==> src/rtl/bcd_pkg.sv <==
// rtl/bcd_pkg.sv - shared types and constants for the binary-to-BCD converter
// Purpose: FSM state encoding, BCD digit type and the double-dabble adjust constants.
package bcd_pkg;

  typedef enum logic [1:0] {
    IDLE  = 2'd0,
    SHIFT = 2'd1,
    DONE  = 2'd2
  } state_e;

  typedef logic [3:0] bcd_digit_t;

  localparam bcd_digit_t ADJ_THRESH = 4'd5;
  localparam bcd_digit_t ADJ_VALUE  = 4'd3;

endpackage

==> src/rtl/bcd_digit_adj.sv <==
// rtl/bcd_digit_adj.sv - per-digit add-3 correction for double dabble
// Purpose: a digit that is 5 or more gets +3 before the next left shift, so the
//          shift carries into the next digit exactly when the value reaches 10.
// Ports:
//   digit_i  in   4  current work digit
//   digit_o  out  4  corrected digit (digit_i >= 5 ? digit_i + 3 : digit_i)
module bcd_digit_adj
  import bcd_pkg::*;
(
  input  bcd_digit_t digit_i,
  output bcd_digit_t digit_o
);

  always_comb begin
    digit_o = digit_i;
    if (digit_i >= ADJ_THRESH) begin
      digit_o = digit_i + ADJ_VALUE;
    end
  end

endmodule

==> src/rtl/bin2bcd_seq.sv <==
// rtl/bin2bcd_seq.sv - sequential shift-and-add-3 binary-to-BCD converter
// Purpose: converts bin_in to packed BCD one bit per clock with a start/busy/done
//          handshake; bcd_out/overflow update only when a conversion completes.
// Ports:
//   clk       in   1         system clock, posedge
//   reset     in   1         asynchronous active-high reset
//   start     in   1         conversion request, honoured only in IDLE
//   bin_in    in   BIN_W     binary value, captured when start is accepted
//   busy      out  1         conversion in progress (SHIFT or DONE)
//   done      out  1         one-cycle completion pulse
//   bcd_out   out  4*DIGITS  packed BCD result, units digit in [3:0]
//   overflow  out  1         last converted value was >= 10**DIGITS
module bin2bcd_seq
  import bcd_pkg::*;
#(
  parameter int BIN_W  = 14,
  parameter int DIGITS = 4
) (
  input  logic                  clk,
  input  logic                  reset,
  input  logic                  start,
  input  logic [BIN_W-1:0]      bin_in,
  output logic                  busy,
  output logic                  done,
  output logic [4*DIGITS-1:0]   bcd_out,
  output logic                  overflow
);

  localparam int W     = 4 * DIGITS;
  localparam int CNT_W = $clog2(BIN_W + 1);
  // Wide enough for both the input and 10**DIGITS (which is below 2**W).
  localparam int CMP_W = (BIN_W + 1 > W + 1) ? BIN_W + 1 : W + 1;

  function automatic logic [CMP_W-1:0] pow10(input int n);
    logic [CMP_W-1:0] r;
    r = '0;
    r[0] = 1'b1;
    for (int i = 0; i < n; i++) begin
      r = r * CMP_W'(10);
    end
    return r;
  endfunction

  localparam logic [CMP_W-1:0] LIMIT = pow10(DIGITS);

  state_e             state_q, state_d;
  logic [CNT_W-1:0]   cnt_q, cnt_d;
  logic [BIN_W-1:0]   bin_q, bin_d;
  logic [W-1:0]       work_q, work_d;
  logic [W-1:0]       bcd_q, bcd_d;
  logic               ovf_q, ovf_d;
  logic               ovf_cap_q, ovf_cap_d;
  logic [W-1:0]       adj_w;

  for (genvar g = 0; g < DIGITS; g++) begin : g_adj
    bcd_digit_adj u_adj (
      .digit_i (work_q[4*g +: 4]),
      .digit_o (adj_w[4*g +: 4])
    );
  end

  always_ff @(posedge clk or posedge reset) begin
    if (reset) begin
      state_q   <= IDLE;
      cnt_q     <= '0;
      bin_q     <= '0;
      work_q    <= '0;
      bcd_q     <= '0;
      ovf_q     <= 1'b0;
      ovf_cap_q <= 1'b0;
    end else begin
      state_q   <= state_d;
      cnt_q     <= cnt_d;
      bin_q     <= bin_d;
      work_q    <= work_d;
      bcd_q     <= bcd_d;
      ovf_q     <= ovf_d;
      ovf_cap_q <= ovf_cap_d;
    end
  end

  always_comb begin
    state_d   = state_q;
    cnt_d     = cnt_q;
    bin_d     = bin_q;
    work_d    = work_q;
    bcd_d     = bcd_q;
    ovf_d     = ovf_q;
    ovf_cap_d = ovf_cap_q;
    case (state_q)
      IDLE: begin
        if (start) begin
          state_d   = SHIFT;
          bin_d     = bin_in;
          work_d    = '0;
          cnt_d     = CNT_W'(BIN_W);
          ovf_cap_d = ({{(CMP_W-BIN_W){1'b0}}, bin_in} >= LIMIT);
        end
      end
      SHIFT: begin
        // {work, bin} shifts left as one register; the work MSB falls off,
        // which is what makes bcd_out equal bin_in mod 10**DIGITS.
        work_d = (adj_w << 1) | W'(bin_q[BIN_W-1]);
        bin_d  = bin_q << 1;
        cnt_d  = cnt_q - CNT_W'(1);
        if (cnt_q == CNT_W'(1)) begin
          state_d = DONE;
          bcd_d   = work_d;
          ovf_d   = ovf_cap_q;
        end
      end
      DONE: begin
        state_d = IDLE;
      end
      default: begin
        state_d = IDLE;
      end
    endcase
  end

  assign busy     = (state_q != IDLE);
  assign done     = (state_q == DONE);
  assign bcd_out  = bcd_q;
  assign overflow = ovf_q;

endmodule

==> config.mk <==
export PLATFORM = sky130hd
export DESIGN_NAME = bin2bcd_seq
export DESIGN_NICKNAME = d
export VERILOG_FILES = /design/src/rtl/bcd_pkg.sv /design/src/rtl/bcd_digit_adj.sv /design/src/rtl/bin2bcd_seq.sv
export SDC_FILE = /design/constraint.sdc
export NUM_CORES = 1
export LEC_CHECK = 0
export ABC_AREA = 1
export CAP_MARGIN = 20
export CORE_MARGIN = 4
export CORE_UTILIZATION = 35
export CTS_CLUSTER_SIZE = 30
export DETAILED_ROUTE_END_ITERATION = 10
export PLACE_DENSITY = 0.53
export SETUP_SLACK_MARGIN = 0.05
export SLEW_MARGIN = 0
export SYNTH_ARGS = -nofsm -noshare
export SYNTH_HDL_FRONTEND = slang
export SYNTH_SLANG_ARGS = --single-unit
==> constraint.sdc <==
create_clock -name clk -period 2 [get_ports clk]
set_input_delay 0.4 -clock clk [delete_from_list [all_inputs] [get_ports clk]]
set_output_delay 0.4 -clock clk [all_outputs]
set_load 0.02 [all_outputs]
# == Yosys cells after proc, flatten, opt, wreduce, memory -nomap -nowiden ==
# Index checks and enable logic that the tools add are counted.
# totals
ff_bits,54
input_bits,17
out_inout_bits,19
elab_cells,43
# classes
add_sub_neg,5
magnitude_cmp,5
eq_ne,5
muxes,13
n_bitwise,1
n_reduce_logical,7
# op_table
op,count
one-hot mux 16 bit (2 select lines),1
one-hot mux 14 bit (2 select lines),1
>= comparator 4 x 3 -> 1 bit (second input constant),4
two-way mux 16 bit,1
two-way mux 4 bit,4
OR 16 x 1 -> 16 bit,1
>= comparator 14 bit (second input constant),1
two-way mux 14 bit,1
adder 4 x 2 -> 4 bit (second input constant),3
one-hot mux 4 bit (2 select lines),1
AND reduction 2 bit,4
== test 4 x 1 -> 1 bit (second input constant),1
two-way mux 2 bit,2
inequality test 2 bit (second input constant),2
one-hot mux 2 bit (2 select lines),1
nonzero test 2 bit,2
subtractor 4 x 1 -> 4 bit (second input constant),1
adder 3 x 2 -> 3 bit (second input constant),1
two-way mux 3 bit,1
== test 2 x 1 -> 1 bit (second input constant),1
== test 2 bit (second input constant),1
logical NOT 2 bit,1

# == Depth between registers and ports, before layout ==
# Gate-level depths: netlist of run 1.
# depth
depth_word,4
mapped_depth,9
mapped_depth_nobuf,9

# == By module ==
# From an unflattened synthesis of run 1, not the netlist that was laid out.
# unflattened
hier_cells,341
area_unflattened_um2,2813.9
# by_module_without_submodules
module,n_inst,cells_per_inst,area_each_um2,seq_area_each_um2
bin2bcd_seq,1,249,2273.4,1351.3
bcd_digit_adj,4,23,135.1,0.0

# == Least setup slack after synthesis of run 1 ==
# No wires, ideal clock.
# synth_path
path_type,register to register
startpoint,reg cnt_q[1]
endpoint,"reg bcd_q[5], in the netlist bcd_out[5]"
setup_ns,0.117
t_arrival_ns,1.133
required_ns,1.883
setup_slack_ns,0.749
stages_incl_launch_ff,9
path_buffers,1
period_less_slack_ns,1.251
path_cell_list,dfrtp_1 > inv_1 > ha_1 > nand2_2 > nor2_8 > inv_6 > buf_8 > nand2_1 > nand2_1
# synth_via
elab_chain_cells,2
# synth_rtl
item,line_no,source
from (decl),bin2bcd_seq.sv:47,"logic [CNT_W-1:0] cnt_q, cnt_d;"
from (signal assigned),bin2bcd_seq.sv:73,cnt_q <= cnt_d;
== test 4 x 1 -> 1 bit,bin2bcd_seq.sv:106,if (cnt_q == CNT_W'(1)) begin
AND reduction 2 bit (no line),--,
to (signal assigned),bin2bcd_seq.sv:68,bcd_q <= '0;
to (signal assigned),bin2bcd_seq.sv:76,bcd_q <= bcd_d;
to (decl),bin2bcd_seq.sv:50,"logic [W-1:0] bcd_q, bcd_d;"
# Every way passes these cells.
# A chain may end at the register's enable or synchronous reset.

# == Worst setup path after layout of run 1 ==
# layout_path
startpoint,reg state_q[0]
endpoint,out busy
# layout_via
elab_chain_cells,1
# layout_rtl
item,line_no,source
from (decl),bin2bcd_seq.sv:46,"state_e state_q, state_d;"
from (signal assigned),bin2bcd_seq.sv:72,state_q <= state_d;
nonzero test 2 bit,bin2bcd_seq.sv:121,assign busy = (state_q != IDLE);
to (decl),bin2bcd_seq.sv:23,"output logic busy,"
# Every way passes these cells.

==> results of run 1 <==
## synth_stat cells (all sizes together)
| master | count |
|---|---|
| o21ai | 17 |
| a31oi | 1 |
| o22ai | 2 |
| ha | 10 |
| a21oi | 1 |
| buf | 8 |
| a22oi | 1 |
| nand3 | 42 |
| nand2 | 143 |
| inv | 33 |
| nor2 | 10 |
| a21boi | 2 |
| nand4 | 6 |
| dfrtp | 54 |
## where the power goes
part	internal (mW)	switching [mW]
Sequential	1.60	0.342
Combinational	0.971	1.50
Clock	0.279	0.363
## worst min-delay path by stage
stage | to | slack, ns | start
floorplan | cnt_q[3] | 0.44 | cnt_q[3]
global placement | bcd_out[3] | 0.46 | bcd_out[3]
detailed placement | overflow | 0.46 | overflow
CTS | bin_q[0] | 0.46 | reset
global route | work_q[13] | 0.46 | reset
finish | work_q[12] | 0.45 | reset
## area by class of cell
class / count / area, sq um / area share
clock inverter: 2 / 12.51 / 0.003887
timing repair buffer: 38 / 385.4 / 0.1197
clock buffer: 6 / 82.58 / 0.02565
tap: 99 / 123.9 / 0.03848
inverter: 33 / 131.4 / 0.04081
sequential: 54 / 1351 / 0.4197
multi-input combinational: 235 / 1132 / 0.3517
## worst register-to-register path: stages, from the launching register on
cell     delay [ns]
dfrtp_1        0.40
inv_1          0.10
ha_1           0.18
nand2_2        0.09
nor2_8         0.28
inv_6          0.15
nand2_1        0.08
o21ai_0        0.07
## cell usage in the layout (no fill, tap or decap)
master	Yosys	layout
o21ai_1	1	1
clkinv_2	0	1
buf_12	0	1
inv_4	1	1
nand3_4	1	1
clkinvlp_4	0	1
nand3_1	41	41
ha_1	10	10
nand2_2	4	4
clkbuf_8	0	6
nand2_4	2	2
inv_6	1	1
nor2_1	9	9
o22ai_1	2	2
inv_2	3	4
o21ai_0	16	16
a21oi_1	1	1
nand2_1	137	137
inv_1	28	27
a22oi_1	1	1
a21boi_0	2	2
dfrtp_1	54	54
nor2_8	1	1
buf_4	2	2
a31oi_1	1	1
nand4_1	6	6
clkdlybuf4s50_1	0	35
## cell families (layout without fill, tap and decap cells)
kind of cell	after synthesis	after routing
fa+ha+maj	10	10
flops	54	54
buf+inv	41	79
compound gates	24	24
simple gates	201	201
## layer usage
layer,track usage,vias up,wire length (um)
met1,0.1696,1008,2700
li1,-,1121,-
met3,0.02920,4,229
met5,0,-,0
met2,0.2195,42,2595
met4,0.04028,0,33
## state kept, by name (all words and copies together), names as in the netlist
name       count
bcd_out       16
cnt_q          4
ovf_cap_q      1
bin_q         14
overflow       1
work_q        16
state_q        2
## metrics by stage
step                      power, mW  setup WS, ns  cell area [sq um]  instances
after floorplan               3.717        0.2854               2689        330
after global placement        4.420        0.3011               3124        459
after detailed placement      4.482        0.2864               3124        459
after CTS                     5.149        0.1081               3219        467
after global routing          5.589       0.06034               3219        467
final                         5.058        0.1287               3219        467
==> impl_metrics.yaml, run 1 <==
outcome:
  status: "finished clean"
clock_network:
  cts_root_buf: "clkbuf_8"
  ctsResizeCount: 0
  cts_hold_buffers: 0
  h-tree-depth: 2
  clock_sinks: 54
  cts_tree: "yes"
  insertion_delay_ns: 0.31
  clk_pin_slew_ns: 0.10
  cts_made_buffers: 5
  post-cts-setup-buffers: 0
  cts.path.max_buffers: 2
sta:
  whs_ns: 0.4492
  finClkSkew_ns: 0.008668
  report.final.setup_viol: 0
  fmax_ghz: 0.5344
  tns_ns: 0
  rsz0062_at_grt: "false"
  slew_viol_final: 0
  hold_viol: 0
  maxSlewHeadroom: 0.7146
  min_period_over_period: 0.9356
  worstMarginPinSlew_ns: 0.4276
  finalCriticalPeriod_ns: 1.871
drt:
  drt_iter0_markers: 97
  vias: 2175
  routed_wl_um: 5558
  drc: 0
  wire_per_inst_um: 11.90
  drtPass1Iterations: 4
  via_per_inst: 4.657
  ant_nets: 0
logic_synthesis:
  netlist_area_sq_um: 2689
  ys_seq_area_frac: 0.5026
  synth.top_cell.area_share: 0.5026
  synthAdderAreaFrac: 0.04653
  synth_xor_area_frac: 0
  netlist_top_cells_area: "dfrtp_1 (50%), nand2_1 (19%), nand3_1 (7.6%)"
  yosysTopAreaCell: "dfrtp_1"
  synth_cell_types: 25
  ys_seq_elements: 54
  synth_cells: 330
  synth_simple_gate_area_frac: 0.3257
  synth_top_family_by_area: "simple AND/OR/NAND/NOR gates"
  synthesis.nets: 357
  synth_compound_area_frac: 0.04886
  avgSynthCellArea_sq_um: 8.148
  yosys_warnings: 0
  synth.area.mux_share: 0
min_path:
  min_path_type: "in2async"
final_layout:
  syn_to_final_growth_pct: 19.73
  layout-drive-gt1-share: 0.06793
  n_antenna_cell: 0
  nNetsFinal: 394
  final_util: 0.4368
  fillers: 780
grt:
  grt_pass1_wl_um: 9487
  antenna_found_initial: 0
  grt_max_degree: 55
  grt_use_total: 0.1315
  gr-total-overflow: 0
  grt_pass1_vias: 2031
floorplan:
  die_y_um: 95.65
  dieArea_sq_um: 9149
  die_w_um: 95.65
  initial_core_util: 0.3649
  num_io_pins: 36
  coreArea_sq_um: 7370
  rows: 31
run:
  max_cap_violations: 0
place:
  place.gp.congestion: 0.7716
  dp_hpwl_um: 3848
  port_buffers: 35
pwr:
  cellLeakagePower_nw: 1.615
  ir_drop_mv: 0.4175
  pwr_density_cell_nw_per_um2: 1571
setup_path:
  reg2reg_from: "cnt_q[1]"
  crit_fanout: 3
  critPathRequiredTime_ns: 1.60
  crit_chain: "inv_2 > nand2_1 > clkdlybuf4s50_1"
  r2r_end: "bcd_out[15]"
  start_kind: "flop"
  cp_top_family: "buffers and inverters"
  reg2reg_depth: 7
  crit_arrival_ns: 1.47
  end_kind: "output port"
  ff2ff_setup_slack_ns: 0.53
  max_stage_delay_ns: 0.59
  cp_num_buf_inv: 2
  cp.depth: 3
  crit_type: "reg2out"
  endpoint: "busy"
  slowest_stage: "clkdlybuf4s50_1"
  setup.worst_path.start: "state_q[0]"
Power figures use the tool's default switching activity.
==> run 2: changes to the inputs <==
--- a/config.mk
+++ b/config.mk
@@ -7,7 +7,7 @@
 export LEC_CHECK = 0
 export ABC_AREA = 1
 export CAP_MARGIN = 20
-export CORE_MARGIN = 4
+export CORE_MARGIN = 2
 export CORE_UTILIZATION = 35
 export CTS_CLUSTER_SIZE = 30
 export DETAILED_ROUTE_END_ITERATION = 10
==> run 2 against run 1 <==
  * Critical path type unchanged
  * Routed wire length is 0.20% lower
  * Highest routed layer unchanged
  * Fmax hardly changed
  * Utilization is 0.78 points higher
  * Largest cell class unchanged
==> impl_metrics.yaml, run 2 (synthesis gave the netlist of run 1 again) <==
final_layout:
  n_antenna_cell: 0
  layout-drive-gt1-share: 0.06540
  final_common_cell: "nand2_1"
  fillers: 741
  syn_to_final_growth_pct: 21.22
  layout_common_cells: "nand2_1 (137), dfrtp_1 (54), nand3_1 (41), clkdlybuf4s50_1 (35), inv_1 (27)"
  design_area_sq_um: 3259
  nNetsFinal: 393
  fin_cells: 466
place:
  port_buffers: 35
  placed_cells: 458
  place.gp.congestion: 0.7194
  dp_hpwl_um: 3745
  pre_cts_ws_ns: 0.3084
  dpl_cell_area_sq_um: 3117
grt:
  grt_max_degree: 55
  grt_pass1_vias: 2037
  antenna_found_initial: 0
  gr-total-overflow: 0
  grt_use_total: 0.1367
  grt_pass1_wl_um: 9377
sta:
  maxSlewHeadroom: 0.7253
  report.final.setup_viol: 0
  finalCriticalPeriod_ns: 1.872
  worstMarginPinSlew_ns: 0.4115
  fmax_ghz: 0.5343
  hold_viol: 0
  setup_ws_ns: 0.1284
  rsz0062_at_grt: "false"
  slew_viol_final: 0
  min_period_over_period: 0.9358
  tns_ns: 0
  finClkSkew_ns: 0.01127
clock_network:
  cts.path.max_buffers: 2
  h-tree-depth: 2
  clk_pin_slew_ns: 0.10
  cts_root_buf: "clkbuf_8"
  insertion_delay_ns: 0.31
  clock_sinks: 54
  cts_tree: "yes"
  ctsResizeCount: 0
  post-cts-setup-buffers: 0
  cts_hold_buffers: 0
  cts_made_buffers: 5
setup_path:
  crit_arrival_ns: 1.47
  cp_num_buf_inv: 2
  crit_chain: "inv_2 > nand2_1 > clkdlybuf4s50_1"
  max_stage_delay_ns: 0.59
  start_kind: "flop"
  crit_type: "reg2out"
  slowest_stage: "clkdlybuf4s50_1"
  cp.depth: 3
  critPathRequiredTime_ns: 1.60
  crit_fanout: 3
  reg2reg_depth: 7
  cp_top_family: "buffers and inverters"
  end_kind: "output port"
pwr:
  cellLeakagePower_nw: 1.635
  ir_drop_mv: 0.4234
  p_total_mw: 5.302
  pwr_density_cell_nw_per_um2: 1627
outcome:
  status: "finished clean"
drt:
  wire_per_inst_um: 11.90
  routed_wl_um: 5547
  drc: 0
  drt_iter0_markers: 151
  via_per_inst: 4.676
  vias: 2179
  ant_nets: 0
  drtPass1Iterations: 4
floorplan:
  die_w_um: 91.65
  dieArea_sq_um: 8400
  coreArea_sq_um: 7331
  num_io_pins: 36
  initial_core_util: 0.3668
  rows: 31
  die_y_um: 91.65
min_path:
  min_path_type: "in2async"
run:
  max_cap_violations: 0
## run 2: changes by cell type in the layout (fill, tap and decap cells not counted)
cell / before / now
buf_4: 2 / 1
bufinv_16: 0 / 2
clkinv_2: 1 / 0
clkinvlp_4: 1 / 0
## run 2: metrics by stage
step | hold slack [ns] | util
after floorplan | 0.4403 | -
after global placement | 0.4561 | 0.4252
after detailed placement | 0.4634 | 0.4252
after CTS | 0.4528 | 0.4446
after global routing | 0.4864 | 0.4446
final | 0.4262 | 0.4446
## run 2: layer usage
metal	vias to the layer above	global-route usage	wire, um
li1	1121	-	-
met1	1010	0.1826	2716
met2	43	0.2273	2609
met3	5	0.02794	180
met4	0	0.03409	41
met5	-	0	0
## run 2: cell type report
type,count,area (sq um),share of cell area
inverter,33,131.4,0.04031
clock inverter,2,60.06,0.01843
sequential,54,1351,0.4146
multi-input combinational,235,1132,0.3474
clock buffer,6,82.58,0.02534
tap,99,123.9,0.03800
timing repair buffer,37,377.9,0.1159
## run 2: path summary, 6_finish.rpt
check | from | endpoint | slack [ns]
setup / recovery | state_q[0] | busy | 0.13
hold / removal | reset | bcd_out[10] | 0.43
setup reg to reg | cnt_q[1] | bcd_out[15] | 0.54
hold reg to reg | cnt_q[3] | cnt_q[3] | 0.48
max in group asynchronous | reset | bin_q[1] | 1.30
min in group clk | cnt_q[3] | cnt_q[3] | 0.48
## run 2: worst min-delay path, stage by stage
cell and delay [ns]:
clkdlybuf4s50_1 0.41, inv_2 0.07, buf_12 0.25
## run 2: power by group
part / switching (mW) / total [mW] / internal, mW / leakage (nW)
Combinational: 1.50 / 2.46 / 0.958 / 0.898
Clock: 0.363 / 0.897 / 0.534 / 0.0714
Sequential: 0.340 / 1.94 / 1.60 / 0.665
Total: 2.20 / 5.30 / 3.10 / 1.63
==> variant: new RTL, flow settings as in run 2 <==
`DIGITS`: 4 -> 8. Comments in the files are not updated.
--- a/src/rtl/bin2bcd_seq.sv
+++ b/src/rtl/bin2bcd_seq.sv
@@ -14,7 +14,7 @@
   import bcd_pkg::*;
 #(
   parameter int BIN_W  = 14,
-  parameter int DIGITS = 4
+  parameter int DIGITS = 8
 ) (
   input  logic                  clk,
   input  logic                  reset,
Ports: changed (resized bcd_out); port bits go from 36 to 52. No check against the original RTL was run, so the function may have changed too.
==> variant against run 2 <==
- setup slack improved by 0.12 ns
- clock skew down 0.0074 ns
- final area increased by 62%
- sequential cell count rose by 30
- die area grew 58%
- wire length increased by 69%
- power up 69%
- synthesized area is 61% higher
- global-route usage grew 1.8 points
==> variant: results (changes against run 2) <==
RUN STATUS
---------------------------------------------------------------------------
Run status                                                        completed

YOSYS
---------------------------------------------------------------------------
Top cells by instance count after synthesis                    sky130_fd_sc_hd__nand2_1 (178), sky130_fd_sc_hd__dfrtp_1 (84), sky130_fd_sc_hd__nand3_1 (73), sky130_fd_sc_hd__inv_1 (40), sky130_fd_sc_hd__nand2_2 (25)
Mapped Nets                                                             547   +53%
Sequential fraction of the synthesis area                            48.53%   -1.7 points
Synthesized-area fraction occupied by adder cells                    5.199%   +0.55 points
Top cells by area in the synthesized netlist                   sky130_fd_sc_hd__dfrtp_1 (49%), sky130_fd_sc_hd__nand2_1 (15%), sky130_fd_sc_hd__nand3_1 (8.4%), sky130_fd_sc_hd__ha_1 (5.2%), sky130_fd_sc_hd__nand2_2 (3.6%)
Compound-Gate Fraction of Synth Area                                 5.979%   +1.1 points

ROUTING
---------------------------------------------------------------------------
Per-cell routed wire length                                        12.73 um   +7.0%
Total routed wire length on the met1 layer                         4.546 mm   +67%

GRT
---------------------------------------------------------------------------
Total track usage                                                    15.50%   +1.8 points
Grt met1 use                                                         21.33%   +3.1 points
Number of global-route vias before repair                             3,477   +71%
Global-route wire length before repair                             16.22 mm   +73%
Routing usage on met2                                                23.69%   +0.95 points
Largest net degree at the start of global routing                        41   -25%

CLOCK NETWORK
---------------------------------------------------------------------------
Root buffer cell                                               sky130_fd_sc_hd__clkbuf_16
Number of buffers added by the clock tree synthesis step                  9   +4

FINAL LAYOUT
---------------------------------------------------------------------------
Final-layout fill cell count                                          1,197   +62%
Fraction of final layout cells sized beyond drive strength 1         11.60%   +5.1 points
Count of nets after finishing                                           599   +52%

PLACED DESIGN
---------------------------------------------------------------------------
Detailed-placement wirelength estimate                             6.405 mm   +71%
Count of buffers from port buffering                                     50   +43%
DP Worst Slack                                                    0.3383 ns   +0.02989 ns
Placer congestion estimate                                           0.8396   +17%

WORST SETUP PATH
---------------------------------------------------------------------------
R2R setup slack                                                     0.36 ns   -0.18 ns
CP arrival                                                          1.35 ns   -0.12 ns

POWER
---------------------------------------------------------------------------
Peak ir drop on the vdd network                                 0.0004740 V   +12%
LEAKAGE                                                            2.609 nW   +60%

TIMING
---------------------------------------------------------------------------
Worst Tran Pin Value                                              0.4964 ns   +0.08484 ns

==> variant: metrics by stage <==
step           utilization, %  area, um^2  std cells  power [mW]  hold WS, ns
6_report                43.89        5294        737       8.967       0.4276
5_1_grt                 43.89        5294        737       9.765       0.4610
4_1_cts                 43.87        5291        737       9.054       0.4384
3_5_place_dp            41.23        4974        721       7.198       0.4599
3_3_place_gp            41.23        4974        721       7.086       0.4596
2_1_floorplan               -        4335        512       5.930       0.4422
==> variant: layout make-up <==
| cell class | instances | area, um^2 | share of cell area, % |
|---|---|---|---|
| Clock inverter | 5 | 75.07 | 1.418 |
| Multi-Input combinational cell | 368 | 1889 | 35.69 |
| Clock buffer | 11 | 242.7 | 4.585 |
| Tap cell | 168 | 210.2 | 3.971 |
| Timing Repair Buffer | 57 | 591.8 | 11.18 |
| Sequential cell | 84 | 2103 | 39.73 |
| Inverter | 44 | 181.4 | 3.427 |
==> variant: report_power, final <==
part | switching [mW] | internal (mW) | leakage [nW]
clock network | 0.681 | 1.12 | 0.159
registers | 0.572 | 2.48 | 1.03
logic | 2.52 | 1.60 | 1.42
==> variant: kinds of logic after synthesis <==
group,Yosys count
other cells,1
flops,84
buf+inv,60
compound gates,43
simple gates,306
fa+ha+maj,18
==> variant: how the worst max path moves through the flow <==
stage / startpoint / to / slack (ns) / cells after the start
floorplan: reset / bcd_out[0]$_DFFE_PP0P_ / 0.63 / 1
global placement: state_q[1]$_DFFE_PP0P_ / done / 0.33 / 3
detailed placement: start / cnt_q[1]$_DFFE_PP0P_ / 0.34 / 5
CTS: state_q[1]$_DFFE_PP0P_ / busy / 0.07 / 3
global route: state_q[1]$_DFFE_PP0P_ / done / 0.18 / 3
finish: state_q[1]$_DFFE_PP0P_ / done / 0.25 / 3
